### config.mk
export PLATFORM = sky130hd
export DESIGN_NAME = byte_demux_loader
export DESIGN_NICKNAME = d
export VERILOG_FILES = /design/src/rtl/byte_demux_loader.sv
export SDC_FILE = /design/constraint.sdc
export NUM_CORES = 1
export LEC_CHECK = 0
export BUFFER_PORTS_ARGS = -buffer_cell sky130_fd_sc_hd__buf_4
export CAP_MARGIN = 20
export CORE_ASPECT_RATIO = 2
export CORE_MARGIN = 2
export CORE_UTILIZATION = 50
export CTS_CLUSTER_SIZE = 10
export DETAILED_ROUTE_END_ITERATION = 8
export PLACE_DENSITY_LB_ADDON = 0.12
export SKIP_LAST_GASP = 1
export SYNTH_ARGS = -nofsm -noshare
export SYNTH_HDL_FRONTEND = slang
export SYNTH_SLANG_ARGS = --single-unit
export TNS_END_PERCENT = 20
### constraint.sdc
create_clock -name clk -period 2 [get_ports clk]
set_input_delay 0.3 -clock clk [delete_from_list [all_inputs] [get_ports clk]]
set_output_delay 0.3 -clock clk [all_outputs]
set_load 0.03 [all_outputs]
### src/rtl/byte_demux_loader.sv
// byte_demux_loader: steers an incoming byte stream into one of two
// 16-byte block buffers (key / data). Each buffer fills MSB-first, raises
// its full flag on the 16th byte, and stays frozen until it is acked.

// One block buffer: byte counter, full flag and 16 byte lanes.
module byte_buf (
  input  logic         clk,
  input  logic         rst,
  input  logic         wr,    // accepted byte for this buffer (never while full)
  input  logic [7:0]   din,
  input  logic         ack,
  output logic [127:0] blk,
  output logic         full
);
  logic [3:0]       cnt;
  logic [15:0][7:0] lanes;

  // Byte n lands in lane 15-n (== ~n) so byte 0 sits at bits [127:120].
  always_ff @(posedge clk) begin
    if (rst) begin
      cnt   <= '0;
      full  <= 1'b0;
      lanes <= '0;
    end else if (wr) begin
      lanes[~cnt] <= din;
      cnt         <= cnt + 4'd1;
      if (cnt == 4'hF) full <= 1'b1;
    end else if (ack && full) begin
      full <= 1'b0;
    end
  end

  assign blk = lanes;
endmodule

module byte_demux_loader (
  input  logic         clk,
  input  logic         rst,
  input  logic         s1,
  input  logic [7:0]   in_byte,
  input  logic         in_valid,
  output logic         in_ready,
  input  logic         key_ack,
  input  logic         data_ack,
  output logic [127:0] key_out,
  output logic [127:0] data_out,
  output logic         key_full,
  output logic         data_full
);
  localparam int NUM_BUF = 2;  // index 1 = key, index 0 = data

  logic [NUM_BUF-1:0]        sel;
  logic [NUM_BUF-1:0]        wr;
  logic [NUM_BUF-1:0]        ack;
  logic [NUM_BUF-1:0]        full;
  logic [NUM_BUF-1:0][127:0] blk;

  assign sel = {s1, ~s1};
  assign ack = {key_ack, data_ack};

  // Ready looks only at the selected buffer's registered full flag, so an
  // ack in the same cycle cannot open the gate until the next cycle.
  assign in_ready = |(sel & ~full);
  assign wr       = {NUM_BUF{in_valid & in_ready}} & sel;

  for (genvar g = 0; g < NUM_BUF; g++) begin : g_buf
    byte_buf u_buf (
      .clk  (clk),
      .rst  (rst),
      .wr   (wr[g]),
      .din  (in_byte),
      .ack  (ack[g]),
      .blk  (blk[g]),
      .full (full[g])
    );
  end

  assign key_out   = blk[1];
  assign data_out  = blk[0];
  assign key_full  = full[1];
  assign data_full = full[0];
endmodule

## Word-level counts from Yosys, hierarchy flattened

Index checks and enable logic that the tools add are counted.

- $lt $le $gt $ge: 4
- Muxes and demuxes: 12
- $add $sub $neg: 2
- Equality and inequality tests: 4
- Bitwise operators: 7
- Reduce and logical (&&, ||, !) cells: 9

Operators by type and width:

| operator | number |
|---|---|
| $bwmux 128 | 2 |
| $demux 8 s4 | 2 |
| $mux 8 | 2 |
| $lt 4x5->1 const B | 2 |
| $add 4x1->4 const B | 2 |
| $eq 4x4->1 const B | 2 |
| $ge 4x1->1 const B | 2 |
| $not 4->4 | 2 |
| $mux 1 | 6 |
| $and 2x2->2 | 2 |
| $logic_and 1x1->1 | 4 |
| $ne 2x1->1 const B | 2 |
| $reduce_and 2->1 | 2 |
| $reduce_bool 2->1 | 2 |
| $not 2->2 | 1 |
| $reduce_or 2->1 | 1 |
| $and 1x1->1 | 1 |
| $not 1->1 | 1 |

- Word-level logic and storage cells: 74
- Bits in registers: 266
- Output and inout port bits: 259

## Logic depth before layout (Yosys ltp)

Gate-level depths: netlist of the first run.

- Word-level depth: 7
- Depth in mapped cells: 5
- Depth with buffers taken out: 5

## Cells and area by module

From an unflattened synthesis of the first run, not the netlist that was laid out.

- Cells, all modules: 1,165
- Area total of the unflattened synthesis: 9,993.3 sq um

Modules (own cells, without submodules):

| module | instances | area an instance (sq um) | cells each | sequential area each (sq um) |
|---|---|---|---|---|
| byte_buf | 2 | 4,983.5 | 581 | 2,662.6 |
| byte_demux_loader | 1 | 26.3 | 3 | 0.0 |

## Worst setup path after synthesis of the first run

No wires, ideal clock.

- Path type: register to register
- From: register g_buf[0].u_buf.full
- To: register g_buf[0].u_buf.lanes (netlist bit g_buf[0].u_buf.blk[0])
- Data arrival time: 1.387 ns
- Library setup time: 0.072 ns
- Cell stages (with the launch flop): 6
- Path slack: 0.542 ns
- Path through: dfxtp_1 -> nor2b_1 -> buf_4 -> nand4_1 -> buf_2 -> mux2i_1

- Longest elaborated chain between the ends: 5

RTL lines:

| item | RTL line | source |
|---|---|---|
| start, declared | 13 | `output logic full` |
| start signal, assigned | 22 | `full <= 1'b0;` |
| start signal, assigned | 27 | `if (cnt == 4'hF) full <= 1'b1;` |
| start signal, assigned | 29 | `full <= 1'b0;` |
| $not 2->2 | 63 | `assign in_ready = \|(sel & ~full);` |
| $and 2x2->2 | 63 |  |
| $reduce_or 2->1 | 63 |  |
| $and 1x1->1 | 64 | `assign wr = {NUM_BUF{in_valid & in_ready}} & sel;` |
| $and 2x2->2 | 64 |  |
| end signal, assigned by index | 25 | `lanes[~cnt] <= din;` |
| end, declared | 16 | `logic [15:0][7:0] lanes;` |

No other way between the ends.
A chain may end at the register's enable or synchronous reset.

## Final worst setup path of the first run

- From: register g_buf[0].u_buf.cnt[3]
- To: register g_buf[0].u_buf.lanes (netlist bit g_buf[0].u_buf.blk[56])

- Longest elaborated chain between the ends: 6
- Elaborated cells on any way between the ends: 7
- Those cells by class: order compare: 2; mux: 3; bitwise: 1; reduce/logical: 1

RTL lines:

| item | RTL line | source |
|---|---|---|
| start, declared | 15 | `logic [3:0] cnt;` |
| start signal, assigned | 26 | `cnt <= cnt + 4'd1;` |
| $not 4->4 (*) | 25 |  |
| $lt 4x5->1 (not written as such) or $ge 4x1->1 (tied branches) | 25 |  |
| $logic_and 1x1->1 (not written as such) | 25 |  |
| $mux 8 (not written as such) | 25 |  |
| $demux 8 s4 (*) | n/a |  |
| $bwmux 128 (*) | 25 |  |

Every way passes the cells marked *; elsewhere a longest branch is shown, timed or not.

==> results of run 1 <==
[flip-flops by register name (all words and copies together) (netlist names)]
signal,cells
g_buf.u_buf.blk,256
g_buf.u_buf.cnt,8
g_buf.u_buf.full,2
[routing by layer]
layer | GRT usage | wire length, um | vias up
li1 | - | - | 3631
met1 | 0.277 | 10700 | 3598
met2 | 0.463 | 15400 | 198
met3 | 0.0433 | 1300 | 46
met4 | 0.105 | 1070 | 0
met5 | 0 | 0 | -
[final cells by class]
cell class | instances | area, sq um
Fill cell | 1732 | 7110
Timing Repair Buffer | 292 | 2310
Clock buffer | 31 | 776
Tap cell | 269 | 337
Inverter | 7 | 26.3
Multi-Input combinational cell | 604 | 5010
Clock inverter | 1 | 30.0
Sequential cell | 266 | 5330
[power groups by stage]
stage                     combinational, mW  clock [mW]  sequential (mW)
after CTS                             0.587        4.90             5.36
after detailed placement              0.584           0             5.48
after global placement                0.583           0             5.47
after floorplan                       0.311           0             5.52
final                                 0.581        4.77             5.36
after global routing                  0.616        5.05             5.36
[cell usage after synthesis, drive strengths merged, types with 2 or more instances]
master / n
nand2b: 264
and4: 2
clkbuf: 54
xnor2: 3
ha: 10
a21oi: 3
nand2: 6
nor2b: 2
and2b: 2
nor3b: 2
nor2: 8
dfxtp: 266
inv: 7
nand4: 8
and3: 3
nand3: 20
buf: 10
mux2i: 259
[through the flow]
stage / worst slack, ps / cells
floorplan: 542 / 941
global placement: 356 / 1437
detailed placement: 331 / 1437
CTS: 313 / 1470
global route: 149 / 1470
finish: 324 / 1470
[cells by family after synthesis]
group                    after synthesis
AO/OA/AOI/OAI                          7
AND/OR/NAND/NOR                      324
XOR/XNOR                               4
adder cells (fa/ha/maj)               10
flip-flops                           266
buffers and inverters                 71
multiplexers                         259
[worst paths after layout]
path | depth (start not counted) | slack [ps] | to
max | 4 | 320 | g_buf[0].u_buf.blk[56]$_SDFFE_PP0P_
min reg2reg | 2 | 470 | g_buf[0].u_buf.blk[96]$_SDFFE_PP0P_
max reg2reg | 4 | 320 | g_buf[0].u_buf.blk[56]$_SDFFE_PP0P_
min | 3 | 30 | g_buf[1].u_buf.full$_SDFFE_PP0P_
[tightest hold or removal path: stages]
cell and delay [ps]:
buf_4 80, a21oi_1 50, o21a_1 100
[timing repair]
action | 4_1_cts | 5_1_grt
hold buffers | 1 | 0
endpoints found under the hold margin | 1 | 0
resized for setup | 0 | 0
==> impl_results.md, run 1 <==
* Status: finished, final reports clean
* Cells after Synth at 941
* Vias post-DR at 7473
* EDFF count, synth at 0
* Register area share after synthesis at 0.502
* Syn_nets at 965
* Largest net degree at the start of global routing at 131
* H-tree depth at 1
* Crit path buf inv count at 1
* GRT Residual Overflow at 0
* Clk Latency, worst-skew pair at 540 ps
* Combinational family with the most area after synthesis: multiplexers
* Placer congestion estimate at 0.787
* CP Cell Sequence: nor2b_1 > buf_4 > nand3_2 > mux2i_1
* Commonest non-fill, non-tap cell in the layout: buf_4
* Worst r2r src: g_buf[0].u_buf.cnt[3]$_SDFFE_PP0P_
* Number of buffers added for setup after CTS at 0
* Final count of negative-setup-slack endpoints at 0
* Layout Utilization at 0.660
* Synth Area in Compound Gates at 0.00472
* Synth Area in XOR/XNOR at 0.00330
* Vias in the first global route at 7543
* Peak VDD IR at 0.780 mV
* First-pass GRT wire length at 43500 um
* Row count at 75
* Ys flop type: dfxtp_1
* Slowest Stage Delay on Critical Path at 410 ps
* Avg Synthesized Cell Area at 11.3 sq um
* PortBufs at 272
* Mapped cell area at 10600 sq um
* Comb pwr share at 0.054
* Die Span Y at 210 um
* Clock Power Share at 0.445
* WL/cell at 19.4 um
* Post-synth top area cell: dfxtp_1
* TritonCTS Buffers at 30
* Worst Path Required at 2410 ps
* P_sw at 2.32 mW
* Final wirelength at 28500 um
* Layout area overhead at 30.2%
* Sequential fraction of design power at 0.500
* Core area at 20900 sq um
* Clk slew on worst S/H paths at 60 ps
* Unrepaired setup endpoints after global routing: no
* Flops & latches, synth at 266
* Most frequent cells in the layout: buf_4 (281), dfxtp_1 (266), mux2i_1 (259)
* DR iter-0 viols at 254
* Rel. slew slack at 0.681
* Worst-Margin Slew at 478 ps
* Worst Setup Path Type: reg2reg
* Initial Utilization at 0.507
* Crit-path max FO at 8
* CTS tree: done
* Cell Pwr Density at 776 nW/um^2
* Post-synthesis simple-gate area fraction at 0.206
* CTS Root Cell: clkbuf_16
* Post-route ant nets at 0
* CP max-delay cell: nor2b_1
* Area after DPL at 13000 sq um
* Post-Layout Inst Area at 13800 sq um
* I/O Pins at 273
* Count of final max-slew check failures at 0
* Min Tclk post-route at 1680 ps
* Antenna Cells at 0
* Post-synth top area share at 0.502
* CP Launch Type: register
* Clock sink count at 266
* Internal at 8.39 mW
* Via density at 5.08
* WHS at 34.7 ps
* Post-Synth Adder-Cell Area at 0.0118
* Fin. Hold Viols at 0
* Hold crit path type: in2reg
* Final Net Count at 1225
* Max Fclk at 597 MHz
* Post-synthesis mux area share at 0.244
* Detailed Place HPWL at 18900 um
* Layout cells sized above 1 at 0.304
* CP Data Arrival Time at 2090 ps
* CP startpoint: g_buf[0].u_buf.cnt[3]$_SDFFE_PP0P_
* Die ar. at 22500 sq um
* Post-synth ARST share at 0
* CP Capture Type: register
* Switch share at 0.216
* LEAKAGE at 7.24 nW
* CP top delay family: simple AND/OR/NAND/NOR gates
* Synth top area cells: dfxtp_1 (50%), mux2i_1 (24%), nand2b_1 (16%), clkbuf_1 (1.9%), nand3_2 (1.7%)
* Warnings, synthesis at 0
* Setup total negative slack at 0 ps
* # Max-Cap Violations at 0
* Die width at 107 um
* Worst Skew at 11.4 ps
* Final worst-path cycle share at 0.838
* Clock Path Buffers at 3
* Worst Min Path Start: key_ack
* Initial antenna violation count at 0
* GRT Overall Usage at 0.250
* Tot Pwr at 10.7 mW
* DRC Markers at 0
* DRT Pass-1 Iters at 4
* Unique masters post-synth at 39
(Power assumes the default switching activity.)
==> inputs of run 2 (changes only) <==
--- a/config.mk
+++ b/config.mk
@@ -5,11 +5,12 @@
 export SDC_FILE = /design/constraint.sdc
 export NUM_CORES = 1
 export LEC_CHECK = 0
+export ABC_AREA = 1
 export BUFFER_PORTS_ARGS = -buffer_cell sky130_fd_sc_hd__buf_4
 export CAP_MARGIN = 20
 export CORE_ASPECT_RATIO = 2
 export CORE_MARGIN = 2
-export CORE_UTILIZATION = 50
+export CORE_UTILIZATION = 47
 export CTS_CLUSTER_SIZE = 10
 export DETAILED_ROUTE_END_ITERATION = 8
 export PLACE_DENSITY_LB_ADDON = 0.12
==> constraint.sdc (replaced) <==
create_clock -name clk -period 1.45 [get_ports clk]
set_input_delay 0.2175 -clock clk [delete_from_list [all_inputs] [get_ports clk]]
set_output_delay 0.2175 -clock clk [all_outputs]
set_load 0.03 [all_outputs]
==> impl_results.md, run 2 <==
* Status: finished, final reports clean (unchanged)
* Max Fclk at 694 MHz
* Placed insts at 1952 (was 1437)
* FF-to-FF path depth at 6 (was 4)
* CTS Root Cell: clkbuf_16 (unchanged)
* Flops & latches, synth at 266 (unchanged)
* DR iter-0 viols at 420 (was 254)
* Final worst-path cycle share at 0.994
* Post-synth top area share at 0.525 (was 0.502)
* Die Span Y at 212 um (was 210 um)
* Commonest cells in the netlist: nor2_1 (437), nand2_1 (388), dfxtp_1 (266) (was dfxtp_1 (266), nand2b_1 (264), mux2i_1 (259))
* Vias in the first global route at 9056 (was 7543)
* Sequential fraction of design power at 0.491 (was 0.500)
* Min Tclk post-route at 1440 ps
* R2r setup slk at 50 ps (was 320 ps)
* Die ar. at 22800 sq um (was 22500 sq um)
* CP Cell Sequence: inv_2 > nand2_2 > o21ai_2 > buf_4 (was nor2b_1 > buf_4 > nand3_2 > mux2i_1)
* Core area at 21400 sq um (was 20900 sq um)
* Switch share at 0.232 (was 0.216)
* Worst Min Path Start: rst (was key_ack)
* Layout cells sized above 1 at 0.248 (was 0.304)
* Worst r2r src: g_buf[0].u_buf.cnt[0]$_SDFFE_PP0P_ (was g_buf[0].u_buf.cnt[3]$_SDFFE_PP0P_)
* Unique masters post-synth at 18 (was 39)
* Hold crit path type: in2reg (unchanged)
* Synth top area cells: dfxtp_1 (52%), nor2_1 (16%), nand2_1 (14%), o21ai_0 (4.2%), nor3_1 (4.0%) (was dfxtp_1 (50%), mux2i_1 (24%), nand2b_1 (16%), clkbuf_1 (1.9%), nand3_2 (1.7%))
* Crit Reg-Reg Endpoint: g_buf[0].u_buf.blk[83]$_SDFFE_PP0P_ (was g_buf[0].u_buf.blk[56]$_SDFFE_PP0P_)
* CTS tree: done (unchanged)
* Layout area overhead at 36.8% (was 30.2%)
* H-tree depth at 1 (unchanged)
* Initial antenna violation count at 0 (unchanged)
* Min setup slack post-route at 8.85 ps (was 324 ps)
* Die width at 108 um (was 107 um)
* Final Net Count at 1740 (was 1225)
* Max reg flops at 256 (unchanged)
* Cell Pwr Density at 1090 nW/um^2 (was 776 nW/um^2)
* Layout Cells excl Fill at 1989 (was 1470)
* Worst hold path stage count at 2 (was 3)
* WL/cell at 15.2 um (was 19.4 um)
* Clock sink count at 266 (unchanged)
* Antenna Cells at 0 (unchanged)
* Top-count cell post-synth: nor2_1 (was dfxtp_1)
* First-pass GRT wire length at 46700 um (was 43500 um)
* Post-route ant nets at 0 (unchanged)
* Worst Path Required at 1230 ps (was 2410 ps)
* CP Launch Type: register (unchanged)
* Count of final max-slew check failures at 0 (unchanged)
* Via density at 4.88 (was 5.08)
* Rel. slew slack at 0.767 (was 0.681)
* Detailed Place HPWL at 20900 um (was 18900 um)
* Cells after Synth at 1431 (was 941)
* Post-synth ARST share at 0 (unchanged)
* Final wirelength at 30300 um (was 28500 um)
* DRC Markers at 0 (unchanged)
* Slowest Stage Delay on Critical Path at 320 ps (was 410 ps)
* Hold endpoint: g_buf[0].u_buf.cnt[2]$_SDFFE_PP0P_ (was g_buf[1].u_buf.full$_SDFFE_PP0P_)
* CP Capture Type: output pin (was register)
* CP Depth at 4 (unchanged)
* CP top delay family: flip-flops (was simple AND/OR/NAND/NOR gates)
* Mapped cell area at 10100 sq um (was 10600 sq um)
* Unrepaired setup endpoints after global routing: yes (was no)
* Comb pwr share at 0.072 (was 0.054)
* Commonest non-fill, non-tap cell in the layout: nor2_1 (was buf_4)
* Place WS at -97.1 ps (was 331 ps)
* EDFF count, synth at 0 (unchanged)
* Clock Path Buffers at 3 (unchanged)
* Peak VDD IR at 0.957 mV (was 0.780 mV)
* GRT Residual Overflow at 0 (unchanged)
* P_sw at 3.51 mW (was 2.32 mW)
* I/O Pins at 273 (unchanged)
* Internal at 11.6 mW (was 8.39 mW)
* Clock Power Share at 0.437 (was 0.445)
* LEAKAGE at 6.22 nW (was 7.24 nW)
* Largest net degree at the start of global routing at 81 (was 131)
* Syn_nets at 1455 (was 965)
* # Max-Cap Violations at 0 (unchanged)
* DRT Pass-1 Iters at 5 (was 4)
* TritonCTS Buffers at 30 (unchanged)
* Register area share after synthesis at 0.525 (was 0.502)
* Initial Utilization at 0.474 (was 0.507)
* Placer congestion estimate at 0.834 (was 0.787)
* Clk Latency, worst-skew pair at 550 ps (was 540 ps)
* CP Data Arrival Time at 1220 ps (was 2090 ps)
* Crit-path max FO at 2 (was 8)
* Warnings, synthesis at 0 (unchanged)
* GRT Overall Usage at 0.258 (was 0.250)
* Post-synth top area cell: dfxtp_1 (unchanged)
* Worst-Margin Slew at 349 ps (was 478 ps)
* Clk slew on worst S/H paths at 50 ps (was 60 ps)
* Vias post-DR at 9703 (was 7473)
* Worst Skew at 8.46 ps (was 11.4 ps)
* # fillers at 1901 (was 1732)
* Crit path buf inv count at 2 (was 1)
* PortBufs at 272 (unchanged)
* Final count of negative-setup-slack endpoints at 0 (unchanged)
* Row count at 76 (was 75)
* Ys flop type: dfxtp_1 (unchanged)
* Most frequent cells in the layout: nor2_1 (422), nand2_1 (386), buf_4 (310) (was buf_4 (281), dfxtp_1 (266), mux2i_1 (259))
* Avg Synthesized Cell Area at 7.09 sq um (was 11.3 sq um)
* Fin. Hold Viols at 0 (unchanged)
* CP max-delay cell: dfxtp_2 (was nor2b_1)
* Worst Setup Path Type: reg2out (was reg2reg)
[run 2: worst max path at each step]
stage / start / to / slack [ps]
2_1_floorplan: g_buf[1].u_buf.full$_SDFFE_PP0P_ / g_buf[1].u_buf.blk[4]$_SDFFE_PP0P_ / -5
6_report: g_buf[0].u_buf.full$_SDFFE_PP0P_ / in_ready / 9
3_3_place_gp: g_buf[0].u_buf.cnt[0]$_SDFFE_PP0P_ / g_buf[0].u_buf.blk[36]$_SDFFE_PP0P_ / -40
5_1_grt: g_buf[0].u_buf.cnt[0]$_SDFFE_PP0P_ / g_buf[0].u_buf.blk[83]$_SDFFE_PP0P_ / -60
3_5_place_dp: g_buf[0].u_buf.cnt[0]$_SDFFE_PP0P_ / g_buf[0].u_buf.blk[34]$_SDFFE_PP0P_ / -100
4_1_cts: g_buf[0].u_buf.full$_SDFFE_PP0P_ / in_ready / -80
[run 2: timing repair]
item | 4_1_cts | 5_1_grt
buffers inserted | 0 | 1
endpoints found under the hold margin | 2 | 0
cloned | 0 | 2
endpoints found under the setup margin | 59 | 230
resized for setup | 6 | 52
pin swaps | 0 | 1
hold buffers | 2 | 0
[run 2: stage by stage]
| stage | utilization | TNS, ps | hold slack (ps) | total power, mW | instance area (sq um) |
|---|---|---|---|---|---|
| finish | 0.649 | 0 | 30.6 | 15.1 | 13900 |
| global route | 0.649 | -2610 | 33.3 | 15.6 | 13900 |
| CTS | 0.640 | -741 | 7.35 | 15.3 | 13700 |
| detailed placement | 0.601 | -1560 | 458 | 8.66 | 12900 |
| global placement | 0.601 | -455 | 449 | 8.65 | 12900 |
| floorplan | - | -20.7 | 360 | 8.20 | 10100 |
[run 2: logic make-up after synthesis]
group,count (synthesis),synth area share
DFF,266,0.525
adders and majority gates,10,0.0123
buffers and inverters,115,0.0492
and+or+nand+nor,930,0.359
AOI/OAI and AO/OA,110,0.0543
[run 2: final cells by class]
class                      instances  area, sq um  share of cell area
multi-input combinational       1050         4470               0.322
clock buffer                      31          776              0.0559
timing repair buffer             340         2820               0.203
tap                              273          342              0.0246
clock inverter                     1         30.0             0.00216
sequential                       266         5330               0.384
inverter                          28          110             0.00793
[run 2: power groups by stage]
stage / registers (mW) / clock network, mW / logic, mW
finish: 7.44 / 6.61 / 1.09
detailed placement: 7.59 / 0 / 1.06
global route: 7.44 / 6.97 / 1.18
global placement: 7.59 / 0 / 1.06
CTS: 7.44 / 6.77 / 1.07
floorplan: 7.71 / 0 / 0.493
[run 2: routing by layer]
layer,track usage,vias up,wire length [um]
met5,0,-,0
met1,0.281,4329,11400
met3,0.0369,76,1510
li1,-,5002,-
met2,0.475,296,16000
met4,0.133,0,1430
==> inputs of run 3 (changes only) <==
--- a/config.mk
+++ b/config.mk
@@ -13,6 +13,7 @@
 export CORE_UTILIZATION = 47
 export CTS_CLUSTER_SIZE = 10
 export DETAILED_ROUTE_END_ITERATION = 8
+export MAX_ROUTING_LAYER = met4
 export PLACE_DENSITY_LB_ADDON = 0.12
 export SKIP_LAST_GASP = 1
 export SYNTH_ARGS = -nofsm -noshare
==> impl_results.md, run 3 (same netlist as run 2, synthesis figures left out) <==
* Max Fclk at 695 MHz (was 694 MHz)
* Commonest non-fill, non-tap cell in the layout: nor2_1 (unchanged)
* Via density at 4.88 (about the same)
* Initial Utilization at 0.474 (unchanged)
* Rel. slew slack at 0.756 (was 0.767)
* Placer congestion estimate at 0.849 (was 0.834)
* Min Tclk post-route at 1440 ps (about the same)
* FF-to-FF path depth at 6 (unchanged)
* Vias post-DR at 9714 (was 9703)
* Worst hold path stage count at 2 (unchanged)
* Vias in the first global route at 9048 (was 9056)
* # Max-Cap Violations at 0 (unchanged)
* PortBufs at 272 (unchanged)
* CTS tree: done (unchanged)
* R2r setup slk at 60 ps (was 50 ps)
* Clock Path Buffers at 3 (unchanged)
* GRT Overall Usage at 0.266 (was 0.258)
* Clk Latency, worst-skew pair at 550 ps (about the same)
* Cell Pwr Density at 1090 nW/um^2 (about the same)
* Worst Min Path Start: rst (unchanged)
* Die Span Y at 212 um (unchanged)
* Worst Path Required at 1230 ps (about the same)
* Layout area overhead at 36.8% (unchanged)
* Clock sink count at 266 (unchanged)
* First-pass GRT wire length at 46700 um (about the same)
* Die width at 108 um (unchanged)
* Most frequent cells in the layout: nor2_1 (422), nand2_1 (386), buf_4 (310) (unchanged)
* CP Data Arrival Time at 1220 ps (about the same)
* Worst Setup Path Type: reg2out (unchanged)
* Initial antenna violation count at 0 (unchanged)
* Status: finished, final reports clean (unchanged)
* WL/cell at 15.3 um (was 15.2 um)
* Worst-Margin Slew at 366 ps (was 349 ps)
* # fillers at 1901 (unchanged)
* Internal at 11.6 mW (about the same)
* Post-Layout Inst Area at 13900 sq um (unchanged)
* Row count at 76 (unchanged)
* Final wirelength at 30300 um (about the same)
* Clock Power Share at 0.436 (was 0.437)
* DR iter-0 viols at 413 (was 420)
* Final worst-path cycle share at 0.992 (was 0.994)
* P_sw at 3.50 mW (was 3.51 mW)
* Post-route ant nets at 0 (unchanged)
* Switch share at 0.231 (was 0.232)
* Largest net degree at the start of global routing at 81 (unchanged)
* Layout cells sized above 1 at 0.248 (unchanged)
* Hold crit path type: in2reg (unchanged)
* I/O Pins at 273 (unchanged)
* Hold endpoint: g_buf[0].u_buf.full$_SDFFE_PP0P_ (was g_buf[0].u_buf.cnt[2]$_SDFFE_PP0P_)
* CP Launch Type: register (unchanged)
* WHS at 29.0 ps (was 30.6 ps)
* DRC Markers at 0 (unchanged)
* Core area at 21400 sq um (unchanged)
* Antenna Cells at 0 (unchanged)
* Max reg flops at 256 (unchanged)
* Comb pwr share at 0.072 (about the same)
* Unrepaired setup endpoints after global routing: yes (unchanged)
* Final count of negative-setup-slack endpoints at 0 (unchanged)
* Area after DPL at 12900 sq um (unchanged)
* Crit Reg-Reg Endpoint: g_buf[0].u_buf.blk[83]$_SDFFE_PP0P_ (unchanged)
* CTS Root Cell: clkbuf_16 (unchanged)
* Final Net Count at 1740 (unchanged)
* TritonCTS Buffers at 30 (unchanged)
* Worst Skew at 8.42 ps (was 8.46 ps)
* Peak VDD IR at 0.956 mV (was 0.957 mV)
* LEAKAGE at 6.22 nW (unchanged)
* Crit-path max FO at 2 (unchanged)
* Worst r2r src: g_buf[0].u_buf.cnt[0]$_SDFFE_PP0P_ (unchanged)
* CP Capture Type: output pin (unchanged)
* Detailed Place HPWL at 20900 um (unchanged)
* Count of final max-slew check failures at 0 (unchanged)
* Die ar. at 22800 sq um (unchanged)
* Sequential fraction of design power at 0.491 (about the same)
* H-tree depth at 1 (unchanged)
* Fin. Hold Viols at 0 (unchanged)
* DRT Pass-1 Iters at 6 (was 5)
* Clk slew on worst S/H paths at 50 ps (about the same)
* GRT Residual Overflow at 0 (unchanged)
-- run 3: cell counts in the layout (fill, tap and decap cells not counted) --
No cell type changed its count.
-- run 3: stage by stage --
stage	cells	setup TNS, ps	utilization	total power [mW]	setup slack, ps
finish	1989	0	0.649	15.1	11.3
floorplan	1431	-20.7	-	8.20	-4.81
CTS	1986	-741	0.640	15.3	-80.3
global route	1989	-2610	0.649	15.6	-59.0
detailed placement	1952	-1560	0.601	8.66	-97.1
global placement	1952	-455	0.601	8.65	-44.0
-- run 3: area by class of cell --
type                            count  area [sq um]  area share
Tap cell                          273           342      0.0246
Timing Repair Buffer              340          2820       0.203
Inverter                           28           110     0.00793
Sequential cell                   266          5330       0.384
Clock inverter                      1          30.0     0.00216
Clock buffer                       31           776      0.0559
Multi-Input combinational cell   1050          4470       0.322
-- run 3: what timing repair did --
action	in CTS	in global routing
gates resized for setup	6	52
setup endpoints to repair	59	230
gates cloned	0	2
hold buffers	2	0
buffers inserted	0	1
hold endpoints to repair	2	0
pin swaps	0	1
-- run 3: how the worst max path moves through the flow --
stage,start,endpoint,depth (start not counted)
2_1_floorplan,g_buf[1].u_buf.full$_SDFFE_PP0P_,g_buf[1].u_buf.blk[4]$_SDFFE_PP0P_,8
3_3_place_gp,g_buf[0].u_buf.cnt[0]$_SDFFE_PP0P_,g_buf[0].u_buf.blk[36]$_SDFFE_PP0P_,6
3_5_place_dp,g_buf[0].u_buf.cnt[0]$_SDFFE_PP0P_,g_buf[0].u_buf.blk[34]$_SDFFE_PP0P_,6
4_1_cts,g_buf[0].u_buf.full$_SDFFE_PP0P_,in_ready,4
5_1_grt,g_buf[0].u_buf.cnt[0]$_SDFFE_PP0P_,g_buf[0].u_buf.blk[83]$_SDFFE_PP0P_,6
6_report,g_buf[0].u_buf.full$_SDFFE_PP0P_,in_ready,4
-- run 3: layer usage --
| layer | global-route usage | vias up | share of wire |
|---|---|---|---|
| met5 | - | - | 0 |
| met4 | 0.133 | 0 | 0.047 |
| met3 | 0.0351 | 79 | 0.047 |
| met2 | 0.475 | 301 | 0.53 |
| met1 | 0.283 | 4334 | 0.38 |
| li1 | - | 5000 | - |
-- run 3: critical path, cell delays in order (launching register included) --
cell,delay (ps)
dfxtp_2,320
inv_2,70
nand2_2,60
o21ai_2,60
buf_4,170
-- run 3: power groups by stage --
stage	sequential (mW)	clock (mW)	combinational, mW
after CTS	7.44	6.77	1.07
after detailed placement	7.59	0	1.06
final	7.44	6.61	1.09
after global placement	7.59	0	1.06
after global routing	7.44	6.97	1.18
after floorplan	7.71	0	0.493
